<file path="src/rtl/alu_regfile_pipe.sv">
// Two-stage ALU execute core with an integrated register file, result forwarding
// from stage 1, and an external load/debug port.
module alu_regfile_pipe #(
  parameter int DATA_W = 8,
  parameter int ADDR_W = 3
) (
  input  logic              clk,
  input  logic              rst,
  input  logic              issue_valid,
  input  logic [2:0]        op,
  input  logic [ADDR_W-1:0] rs1,
  input  logic [ADDR_W-1:0] rs2,
  input  logic [ADDR_W-1:0] rd,
  input  logic              wb_en,
  input  logic              ext_we,
  input  logic [ADDR_W-1:0] ext_addr,
  input  logic [DATA_W-1:0] ext_data,
  input  logic [ADDR_W-1:0] read_addr,
  output logic [DATA_W-1:0] read_data,
  output logic [DATA_W-1:0] result,
  output logic              result_valid,
  output logic              zero,
  output logic              carry
);

  localparam int DEPTH = 2 ** ADDR_W;

  typedef enum logic [2:0] {
    OP_AND  = 3'b000,
    OP_OR   = 3'b001,
    OP_NAND = 3'b010,
    OP_NOR  = 3'b011,
    OP_ADD  = 3'b100,
    OP_SUB  = 3'b101,
    OP_XOR  = 3'b110,
    OP_PASS = 3'b111
  } op_e;

  logic [DATA_W-1:0] regs [DEPTH];

  // Stage 1: captured op and operands
  logic              s1_valid;
  op_e               s1_op;
  logic [ADDR_W-1:0] s1_rd;
  logic              s1_wb_en;
  logic [DATA_W-1:0] s1_a;
  logic [DATA_W-1:0] s1_b;

  logic [DATA_W-1:0] alu_res;
  logic              alu_carry;
  logic [DATA_W:0]   wide;
  logic              s1_writes;
  logic [DATA_W-1:0] opnd_a;
  logic [DATA_W-1:0] opnd_b;

  assign s1_writes = s1_valid && s1_wb_en;

  // Forward the live ALU output to a dependent op issued right behind its producer.
  assign opnd_a = (s1_writes && (s1_rd == rs1)) ? alu_res : regs[rs1];
  assign opnd_b = (s1_writes && (s1_rd == rs2)) ? alu_res : regs[rs2];

  assign read_data = regs[read_addr];

  always_comb begin
    // NOTE: every always_comb output gets a default first so no path leaves it unassigned (no latch).
    alu_res   = '0;
    alu_carry = 1'b0;
    wide      = '0;
    unique case (s1_op)
      OP_AND:  alu_res = s1_a & s1_b;
      OP_OR:   alu_res = s1_a | s1_b;
      OP_NAND: alu_res = ~(s1_a & s1_b);
      OP_NOR:  alu_res = ~(s1_a | s1_b);
      OP_ADD: begin
        wide      = {1'b0, s1_a} + {1'b0, s1_b};
        alu_res   = wide[DATA_W-1:0];
        alu_carry = wide[DATA_W];
      end
      OP_SUB: begin
        // The extra top bit of an unsigned subtract is the borrow (A < B).
        wide      = {1'b0, s1_a} - {1'b0, s1_b};
        alu_res   = wide[DATA_W-1:0];
        alu_carry = wide[DATA_W];
      end
      OP_XOR:  alu_res = s1_a ^ s1_b;
      OP_PASS: alu_res = s1_a;
      default: alu_res = '0;
    endcase
  end

  always_ff @(posedge clk) begin
    // NOTE: sequential state uses non-blocking assignments so every register samples pre-edge values.
    if (rst) begin
      s1_valid     <= 1'b0;
      s1_op        <= OP_AND;
      s1_rd        <= '0;
      s1_wb_en     <= 1'b0;
      s1_a         <= '0;
      s1_b         <= '0;
      result       <= '0;
      result_valid <= 1'b0;
      zero         <= 1'b0;
      carry        <= 1'b0;
      // NOTE: the register file must clear on reset, so it is built from flops rather than an inferred RAM.
      for (int i = 0; i < DEPTH; i++) begin
        regs[i] <= '0;
      end
    end else begin
      s1_valid <= issue_valid;
      if (issue_valid) begin
        s1_op    <= op_e'(op);
        s1_rd    <= rd;
        s1_wb_en <= wb_en;
        s1_a     <= opnd_a;
        s1_b     <= opnd_b;
      end

      result_valid <= s1_valid;
      if (s1_valid) begin
        result <= alu_res;
        zero   <= (alu_res == '0);
        carry  <= alu_carry;
      end

      if (ext_we) begin
        regs[ext_addr] <= ext_data;
      end
      // Later assignment wins: writeback beats an ext write to the same address.
      if (s1_writes) begin
        regs[s1_rd] <= alu_res;
      end
    end
  end

endmodule

</file>
<file path="config.mk">
export PLATFORM = sky130hd
export DESIGN_NAME = alu_regfile_pipe
export DESIGN_NICKNAME = d
export VERILOG_FILES = /design/src/rtl/alu_regfile_pipe.sv
export SDC_FILE = /design/constraint.sdc
export NUM_CORES = 1
export LEC_CHECK = 0
export BUFFER_PORTS_ARGS = -buffer_cell sky130_fd_sc_hd__buf_2
export CORE_ASPECT_RATIO = 1.5
export CORE_UTILIZATION = 60
export CTS_BUF_LIST = sky130_fd_sc_hd__clkbuf_8
export CTS_CLUSTER_DIAMETER = 30
export DETAILED_ROUTE_END_ITERATION = 6
export PLACE_DENSITY = 0.84
export SLEW_MARGIN = 10
export SYNTH_ARGS = -nofsm -noshare
export SYNTH_HDL_FRONTEND = slang
export SYNTH_SLANG_ARGS = --single-unit
</file>
<file path="constraint.sdc">
create_clock -name clk -period 3.1 [get_ports clk]
set_input_delay 0.31 -clock clk [delete_from_list [all_inputs] [get_ports clk]]
set_output_delay 0.31 -clock clk [all_outputs]
set_load 0.02 [all_outputs]
</file>
==> metrics.md, run 1 <==
| Metric | Value |
|---|---|
| Sequential power share | `49.8%` |
| Initial core utilization | `62.2%` |
| Final GP Congestion | `between 0.9 and 1` |
| Seq cells post-synth | `99` |
| Sw Ratio | `32.3%` |
| Clock group share of total power | `about a quarter` |
| H-Tree Depth | `3` |
| Number of nets with antenna violations after routing | `0` |
| Pre-antenna DRT Iters | `6` |
| Total power | `0.00309 W` |
| Post-DR vias/cell | `6.87` |
| Cell with the most instances after synthesis | `o21ai_0` |
| Setup TNS | `0 ps` |
| Status | `finished clean` |
| Cells after Synth | `between 700 and 800` |
| Largest fanout on the critical path | `12` |
| Sequential cell area | `2620 um^2` |
| Number of setup buffers added after CTS | `0` |
| Fillers | `879` |
| Worst Path Required | `3220 ps` |
| WL final | `about 20000 um` |
| Gr busiest metal | `met2` |
| Power density cells | `roughly 400 nW/um^2` |
| Remaining Overflow, GRT | `0` |
| Slew @ Worst Pin | `a little under 700 ps` |
| Routed wire length per instance | `22.4 um` |
| Avg Synthesized Cell Area | `10.1 um^2` |
| Critical path type | `reg -> reg` |
| Post-CTS Hold Buffers | `0` |
| Final Slew Violations | `0` |
| Critical Path AT | `2890 ps` |
| Switching power | `0.000999 W` |
| DIE WIDTH | `91.8 um` |
| RSZ-0062 raised after global routing | `no` |
| Root Driver | `clkbuf_8` |
| P&R area growth vs syn | `7.25%` |
| Max VDD drop | `0.000251 V` |
| Initial antenna violation count | `0` |
| Register area share after synthesis | `36.2%` |
| Longest Clk Path Bufs | `2` |
| Int Pwr | `0.00209 W` |
| R2r setup slk | `340 ps` |
| Area of the multi-input gates | `4190 um^2` |
| Final setup vio count | `0` |
| Dpl hpwl | `15400 um` |
| Static leakage | `just under 3 nW` |
| Global-route wire length before repair | `between 30000 and 40000 um` |
| Skew-Pair Late Insertion Delay | `380 ps` |
| Die ar. | `12500 um^2` |
| Comb power frac | `24.4%` |
| # diodes | `0` |
| Fraction of layout cells with a size suffix above 1 | `24.9%` |
| Endpoint class of the critical path | `flip-flop` |
| Post-Syn Area | `slightly above 7000 um^2` |
| Fin area | `between 7000 and 8000 um^2` |
| Row count | `48` |
| Net count, final | `800` |
| Vias post-DR | `6166` |
| Period utilization | `89.2%` |
| Placed Area | `7590 um^2` |
| Area share of the largest cell type after synthesis | `26.5%` |
| PostCTS Resize Cnt | `0` |
| Slew HR | `54.7%` |
| HP Class | `in -> reg` |
| Synth cell types | `75` |
| M2 GR Usage | `61.1%` |
| Vias in the first global route | `6124` |
| Met1 usage in global routing | `35.8%` |
| Core area | `about 12000 um^2` |
| Max-cap violation count | `0` |
| Fin. Hold Viols | `0` |
| Synth cell count leaders | `o21ai_0 (85), nand3_1 (70), edfxtp_1 (64)` |
| Grt met3 use | `6.11%` |
| Largest net degree at the start of global routing | `29` |
| Area contributors post-synth | `edfxtp_1 (27%), mux4_2 (15%), dfxtp_1 (9.7%)` |
| Worst Setup Start Kind | `flip-flop` |
| IO Pins | `50` |
| Die Span Y | `137 um` |
| Syn nets | `776` |
| Number of remaining DRC errors | `0` |
| Syn. warnings | `0` |
| Tmin final | `about 2800 ps` |
| Top_reg_cell synth | `edfxtp_1` |
| Clock Sinks | `99` |
| Clock Pin Slew Worst Setup and Hold Paths | `100 ps` |
| FFs w/ async S/R, synth | `0%` |
| Total GRT Usage | `33.4%` |
| TritonCTS clock tree | `yes` |
| DRT iter0 DRCs | `567` |
| Layout Skew | `10.1 ps` |
| Area leader, netlist | `edfxtp_1` |
| Post-synth EDFFs | `64` |
| TritonCTS Buffers | `9` |
| PortBufs | `49` |
| Max Freq | `362 MHz` |
## per-stage QoR
stage	utilization (%)	hold WS, ps	cells	setup slack, ps
final	66.7	182	898	335
after global routing	66.7	196	898	143
after CTS	66.7	185	898	377
after detailed placement	65.2	461	882	396
after global placement	65.2	454	882	493
after floorplan	-	457	719	642
## power groups by stage
stage	combinational (W)	sequential, W	clock [W]
final	0.000755	0.00154	0.000798
after global routing	0.000806	0.00155	0.000854
after CTS	0.000743	0.00154	0.000799
after detailed placement	0.000736	0.00157	0
after global placement	0.000710	0.00155	0
after floorplan	0.000557	0.00154	0
## layout by cell type, fill, tap and decap left out, drive strengths merged, types with 7 or more instances in the layout
cell type / n
xor2: 7
nand2b: 9
buf: 80
nor2: 57
nand2: 43
a21oi: 18
ha: 24
dfxtp: 35
clkbuf: 9
mux4: 49
mux2i: 19
mux2: 25
inv: 31
o31ai: 10
a211oi: 10
o21ai: 89
nand3: 71
nor2b: 12
edfxtp: 64
## layout make-up
| class | instances | area share [%] |
|---|---|---|
| clock buffers | 9 | 1.59 |
| clock inverters | 7 | 0.772 |
| inverters | 30 | 1.46 |
| multi-input cells | 523 | 53.9 |
| flip-flops and latches | 99 | 33.7 |
| well taps | 150 | 2.41 |
| repair buffers | 80 | 6.15 |
## path summary, 6_finish.rpt
path / startpoint / endpoint / depth (start not counted)
setup reg to reg: s1_a[4] / regs[2][7] / 9
setup / recovery: s1_a[4] / regs[2][7] / 9
hold reg to reg: result[6] / result[6] / 2
hold / removal: rd[0] / s1_rd[0] / 3
## per-layer routing
layer  part of all wire, %  routed length, um
met1                    33               6650
met2                    53              10700
met3                   7.9               1590
met4                   5.7               1160
met5                     0                  0
## registers in the layout, indices dropped and copies added (netlist names)
signal,cells
carry,1
regs,64
result,8
result_valid,1
s1_a,8
s1_b,8
s1_op,3
s1_rd,3
s1_valid,1
s1_wb_en,1
zero,1
## critical path, stage by stage, from the launching register on
cell	delay, ps
dfxtp_1	420
inv_1	70
ha_1	460
nor2b_1	220
o21ai_0	180
a21boi_1	220
mux2_2	360
o32ai_2	240
buf_4	220
o21ai_0	110
## cells by family after synthesis
family | count (synthesis) | synth area share, %
simple gates | 225 | 15.4
compound gates | 167 | 14.5
flops | 99 | 36.2
buf+inv | 97 | 6.04
mux | 93 | 21.8
fa+ha+maj | 26 | 4.69
xor+xnor | 12 | 1.45
Power figures use the tool's default switching activity.
==> run 2, diff against run 1 <==
Settings changed: CORE_UTILIZATION 60 to 45, CTS_CLUSTER_DIAMETER 30 to 150, PLACE_DENSITY 0.84 to 0.67, RECOVER_POWER from default to 25.
==> run 2 against run 1 <==
Compared with the run above: first-iteration DRC count fell by 15%; non-clock buffer count did not move; clock power rose by 15%; via count decreased by 3.0%; die area rose by 33%; largest cell class unchanged; register-to-register slack got worse by 70 ps; core utilization fell by 17 points; highest routed layer unchanged; clock skew is essentially flat.
==> metrics.md, run 2 (synthesis gave the netlist of run 1 again) <==
| Metric | Value |
|---|---|
| Critical path type | `reg -> reg` |
| Total GRT Usage | `24.8%` |
| Max-cap violation count | `0` |
| P&R area growth vs syn | `8.09%` |
| FF-to-FF End | `regs[4][5]` |
| Core area | `15700 um^2` |
| Endpoint class of the critical path | `flip-flop` |
| TritonCTS clock tree | `yes` |
| Power density cells | `408 nW/um^2` |
| R2r setup slk | `270 ps` |
| Hold wc startpoint | `rd[1]` |
| Post-CTS Hold Buffers | `0` |
| Global-route wire length before repair | `between 30000 and 40000 um` |
| Clock group share of total power | `28.7%` |
| Max reg flops | `64` |
| Dpl hpwl | `15500 um` |
| Row count | `56` |
| Most common cell after layout, fill and taps aside | `o21ai_0` |
| Fraction of layout cells with a size suffix above 1 | `22.7%` |
| Vias in the first global route | `6000` |
| Worst path top cell family by delay | `compound AO/OA/AOI/OAI gates` |
| Slew @ Worst Pin | `1340 ps` |
| Initial antenna violation count | `0` |
| Sequential power share | `between 40% and 50%` |
| Slew HR | `10.7%` |
| # diodes | `0` |
| HP Class | `in -> reg` |
| CP Cell Sequence | `inv_1 -> ha_1 -> a211oi_1 -> o21bai_1 -> a21o_1 -> a2111o_1 -> o211ai_2 -> o21ai_0` |
| H-Tree Depth | `3` |
| Layout Skew | `9.95 ps` |
| Remaining Overflow, GRT | `0` |
| Min-Delay Endpoint | `s1_rd[1]` |
| Hold Path Depth | `3` |
| DRT iter0 DRCs | `484` |
| WL final | `about 20000 um` |
| Status | `finished clean` |
| FF-to-FF Start | `s1_a[1]` |
| Vias post-DR | `5981` |
| Number of nets with antenna violations after routing | `0` |
| IO Pins | `50` |
| Clock Sinks | `99` |
| RSZ-0062 raised after global routing | `no` |
| Max Freq | `353 MHz` |
| Max VDD drop | `between 0.0003 and 0.0004 V` |
| Number of setup buffers added after CTS | `0` |
| Sw Ratio | `a little under a third` |
| Comb power frac | `23.3%` |
| Int Pwr | `around 0.0022 W` |
| Clock Pin Slew Worst Setup and Hold Paths | `~110 ps` |
| Post-DR vias/cell | `between 6 and 7` |
| Die Span Y | `~160 um` |
| Total power | `0.00320 W` |
| Worst Hold Margin | `166 ps` |
| Initial core utilization | `46.2%` |
| Largest fanout on the critical path | `12` |
| Fin. Hold Viols | `0` |
| Crit path buf inv count | `1` |
| Setup TNS | `0 ps` |
| Root Driver | `clkbuf_8` |
| Final setup vio count | `0` |
| Number of remaining DRC errors | `0` |
| Worst Path Required | `3210 ps` |
| Worst Setup Start Kind | `flip-flop` |
| PortBufs | `49` |
| Die ar. | `about 17000 um^2` |
| Tmin final | `2830 ps` |
| Longest Clk Path Bufs | `2` |
| PostCTS Resize Cnt | `0` |
| Period utilization | `91.3%` |
| Final GP Congestion | `0.942` |
| Pre-antenna DRT Iters | `4` |
| Slowest Stage Delay on Critical Path | `480 ps` |
| Crit path max-delay cell type | `dfxtp_1` |
| Most frequent cells in the layout | `o21ai_0 (85), nand3_1 (70), edfxtp_1 (64)` |
| DIE WIDTH | `between 100 and 150 um` |
| TritonCTS Buffers | `9` |
| Final Core Density | `49.9%` |
| Critical Path AT | `roughly 3000 ps` |
| Largest net degree at the start of global routing | `31` |
| Reg with most FFs | `regs` |
| Net count, final | `800` |
| R2R cell count | `8` |
| Static leakage | `2.90 nW` |
| Routed wire length per instance | `20.9 um` |
| Switching power | `between 0.001 and 0.0015 W` |
| Final Slew Violations | `0` |
| Skew-Pair Late Insertion Delay | `approximately 380 ps` |
-- run 2: cell count changes in the layout (fill, tap and decap cells not counted), sizes merged --
cell      delta
buf         -16
bufinv       +1
clkbuf      +16
clkinv       -3
clkinvlp     -1
inv          +3
-- run 2: layout make-up --
class	count	area, um^2
multi-input combinational	523	4180
sequential	99	2620
fill	1422	7860
tap	203	254
timing repair buffer	80	450
inverter	30	114
clock inverter	7	90.1
clock buffer	9	124
-- run 2: layer usage --
metal	part of all wire (%)	wire [um]	vias up	track usage [%]
met2	55	11000	291	47.0
li1	-	-	2736	-
met4	5.4	1090	0	16.9
met1	34	6840	2888	25.2
met5	0	0	-	0
met3	5.0	999	66	2.94
-- run 2: power groups by stage --
stage / Clock (W) / Combinational (W) / Sequential, W
final: 0.000916 / 0.000744 / 0.00153
after global routing: 0.000959 / 0.000806 / 0.00154
after CTS: 0.000919 / 0.000742 / 0.00153
after detailed placement: 0 / 0.000738 / 0.00156
after global placement: 0 / 0.000723 / 0.00155
after floorplan: 0 / 0.000557 / 0.00154
-- run 2: how the worst max path moves through the flow --
stage | to | start | slack (ps) | cells after the start
2_1_floorplan | regs[7][7] | s1_a[1] | 640 | 9
3_3_place_gp | regs[6][7] | s1_a[1] | 430 | 9
3_5_place_dp | regs[4][5] | s1_a[1] | 320 | 8
4_1_cts | regs[4][5] | s1_a[1] | 300 | 8
5_1_grt | regs[6][5] | s1_a[1] | 20 | 8
6_report | regs[4][5] | s1_a[1] | 270 | 8
-- run 2: worst register-to-register path: stages (launching register included) --
cell	delay, ps
dfxtp_1	480
inv_1	130
ha_1	360
a211oi_1	400
o21bai_1	160
a21o_1	200
a2111o_1	410
o211ai_2	220
o21ai_0	200
-- run 2: through the flow --
step	cell area [um^2]	std cells	setup slack [ps]
after floorplan	7250	719	642
after global placement	7660	935	428
after detailed placement	7660	935	318
after CTS	7870	951	302
after global routing	7840	951	17.1
final	7840	951	270
==> run 3, diff against run 2 <==
==> constraint.sdc (replaced) <==
create_clock -name clk -period 3.1 [get_ports clk]
set_input_delay 0.62 -clock clk [delete_from_list [all_inputs] [get_ports clk]]
set_output_delay 0.62 -clock clk [all_outputs]
set_load 0.02 [all_outputs]
==> run 3 against run 2 <==
Compared with the run above: wire length is 1.6% higher; largest cell class unchanged; total power is 2.6% lower; final cell count is 0.53% higher; die area stayed put; the run now ends with capacitance limit, slew limit left; flip-flop and latch count stayed put; clock power is 10% lower; setup slack better by 69 ps; worst hold slack better by 300 ps; global-route usage is 0.58 points higher; highest routed layer unchanged.
==> metrics.md, run 3 (synthesis gave the netlist of run 1 again) <==
| Metric | Value |
|---|---|
| Vias post-DR | `just under 6000` |
| HP Class | `in -> reg` |
| Slew HR | `-13.6%` |
| Max reg flops | `64` |
| Critical Path AT | `3060 ps` |
| Post-CTS Hold Buffers | `0` |
| Pre-antenna DRT Iters | `5` |
| Largest fanout on the critical path | `12` |
| Power density cells | `a little under 400 nW/um^2` |
| TritonCTS Buffers | `9` |
| Remaining Overflow, GRT | `0` |
| Status | `finished with violations` |
| Clock Sinks | `99` |
| Post-DR vias/cell | `6.19` |
| Total GRT Usage | `25.4%` |
| Skew-Pair Late Insertion Delay | `390 ps` |
| Max-cap violation count | `1` |
| Slowest Stage Delay on Critical Path | `420 ps` |
| DRT iter0 DRCs | `395` |
| Reg with most FFs | `regs` |
| Final Slew Violations | `32` |
| PostCTS Resize Cnt | `0` |
| Number of nets with antenna violations after routing | `0` |
| Vias in the first global route | `~5900` |
| Longest Clk Path Bufs | `2` |
| Post-Place Worst Slack | `~390 ps` |
| Critical path type | `reg -> reg` |
| Fraction of layout cells with a size suffix above 1 | `23.5%` |
| Dpl hpwl | `15700 um` |
| Number of remaining DRC errors | `0` |
| Largest net degree at the start of global routing | `34` |
| WL final | `20200 um` |
| Crit path max-delay cell type | `fa_1` |
| Worst Hold Margin | `468 ps` |
| Most frequent cells in the layout | `o21ai_0 (85), nand3_1 (70), edfxtp_1 (64)` |
| Tmin final | `2760 ps` |
| RSZ-0062 raised after global routing | `no` |
| Period utilization | `89.1%` |
| Max Freq | `362 MHz` |
| Static leakage | `2.92 nW` |
| P&R area growth vs syn | `8.44%` |
| Total power | `0.00311 W` |
| Endpoint class of the critical path | `flip-flop` |
| Worst Path Required | `3400 ps` |
| CP Cell Sequence | `inv_1 -> ha_1 -> fa_1 -> nor3_1 -> o31a_1 -> nand3_1 -> a31oi_1 -> o31ai_1 -> buf_4 -> mux2_1 -> o22ai_1` |
| Placed Area | `7710 um^2` |
| Setup ws final | `~340 ps` |
| Root Driver | `clkbuf_8` |
| Setup TNS | `0 ps` |
| Die Span Y | `157 um` |
| Fin area | `7860 um^2` |
| Routed wire length per instance | `about 21 um` |
| Net count, final | `805` |
| Fin. Hold Viols | `0` |
| Max VDD drop | `0.000181 V` |
| Number of setup buffers added after CTS | `0` |
| TritonCTS clock tree | `yes` |
| IO Pins | `50` |
| Initial antenna violation count | `0` |
| Core area | `around 16000 um^2` |
| Initial core utilization | `approximately 46%` |
| Most common cell after layout, fill and taps aside | `o21ai_0` |
| Final GP Congestion | `0.920` |
| Slew @ Worst Pin | `1700 ps` |
| Global-route wire length before repair | `31600 um` |
| PortBufs | `around 50` |
| DIE WIDTH | `approximately 110 um` |
| Row count | `56` |
| Clock Pin Slew Worst Setup and Hold Paths | `110 ps` |
| Die ar. | `16600 um^2` |
| H-Tree Depth | `3` |
| Worst Setup Start Kind | `flip-flop` |
| Violated checks | `capacitance limit, slew limit` |
| Layout Skew | `8.12 ps` |
| # diodes | `0` |
| Final setup vio count | `0` |
==> run 3: cell types whose count changed in the layout (fill, tap and decap cells not counted), sizes merged <==
cell,change
buf,+7
inv,-2
clkinv,+3
clkbuf,-2
bufinv,-1
==> run 3: per-layer routing <==
metal  wire length [um]  GRT usage [%]
met4                969           16.6
met2              11200           47.9
met3               1240           4.18
met1               6790           25.5
met5                  0              0
==> run 3: final timing paths <==
path,startpoint,end,slack (ps),cells after the start
max,s1_a[0],s1_a[6],340,11
min,op[1],s1_op[1],470,3
max reg2reg,s1_a[0],s1_a[6],340,11
min reg2reg,result[6],result[6],470,2
==> run 3: final cells by class <==
type                            instances  area (um^2)
Fill cell                            1445         7830
Clock buffer                            9          124
Sequential cell                        99         2620
Tap cell                              203          254
Timing Repair Buffer                   85          505
Inverter                               30          114
Clock inverter                          7         60.1
Multi-Input combinational cell        523         4180
==> run 3: power breakdown <==
group	internal, W	switching (W)
Clock	0.000306	0.000514
Sequential	0.00147	0.0000632
Combinational	0.000321	0.000436
Total	0.00210	0.00101
==> run 3: metrics by stage <==
stage	util, %	instances
final	50.1	956
after global routing	50.1	956
after CTS	50.3	956
after detailed placement	49.1	940
after global placement	49.1	940
after floorplan	-	719
==> run 3: critical path, delay by kind of cell (launching register included) <==
kind / cells / cell delay (ps)
AO/OA/AOI/OAI: 4 / 660
adder cells (fa/ha/maj): 2 / 660
buffers and inverters: 2 / 290
flip-flops: 1 / 390
multiplexers: 1 / 300
AND/OR/NAND/NOR: 2 / 380
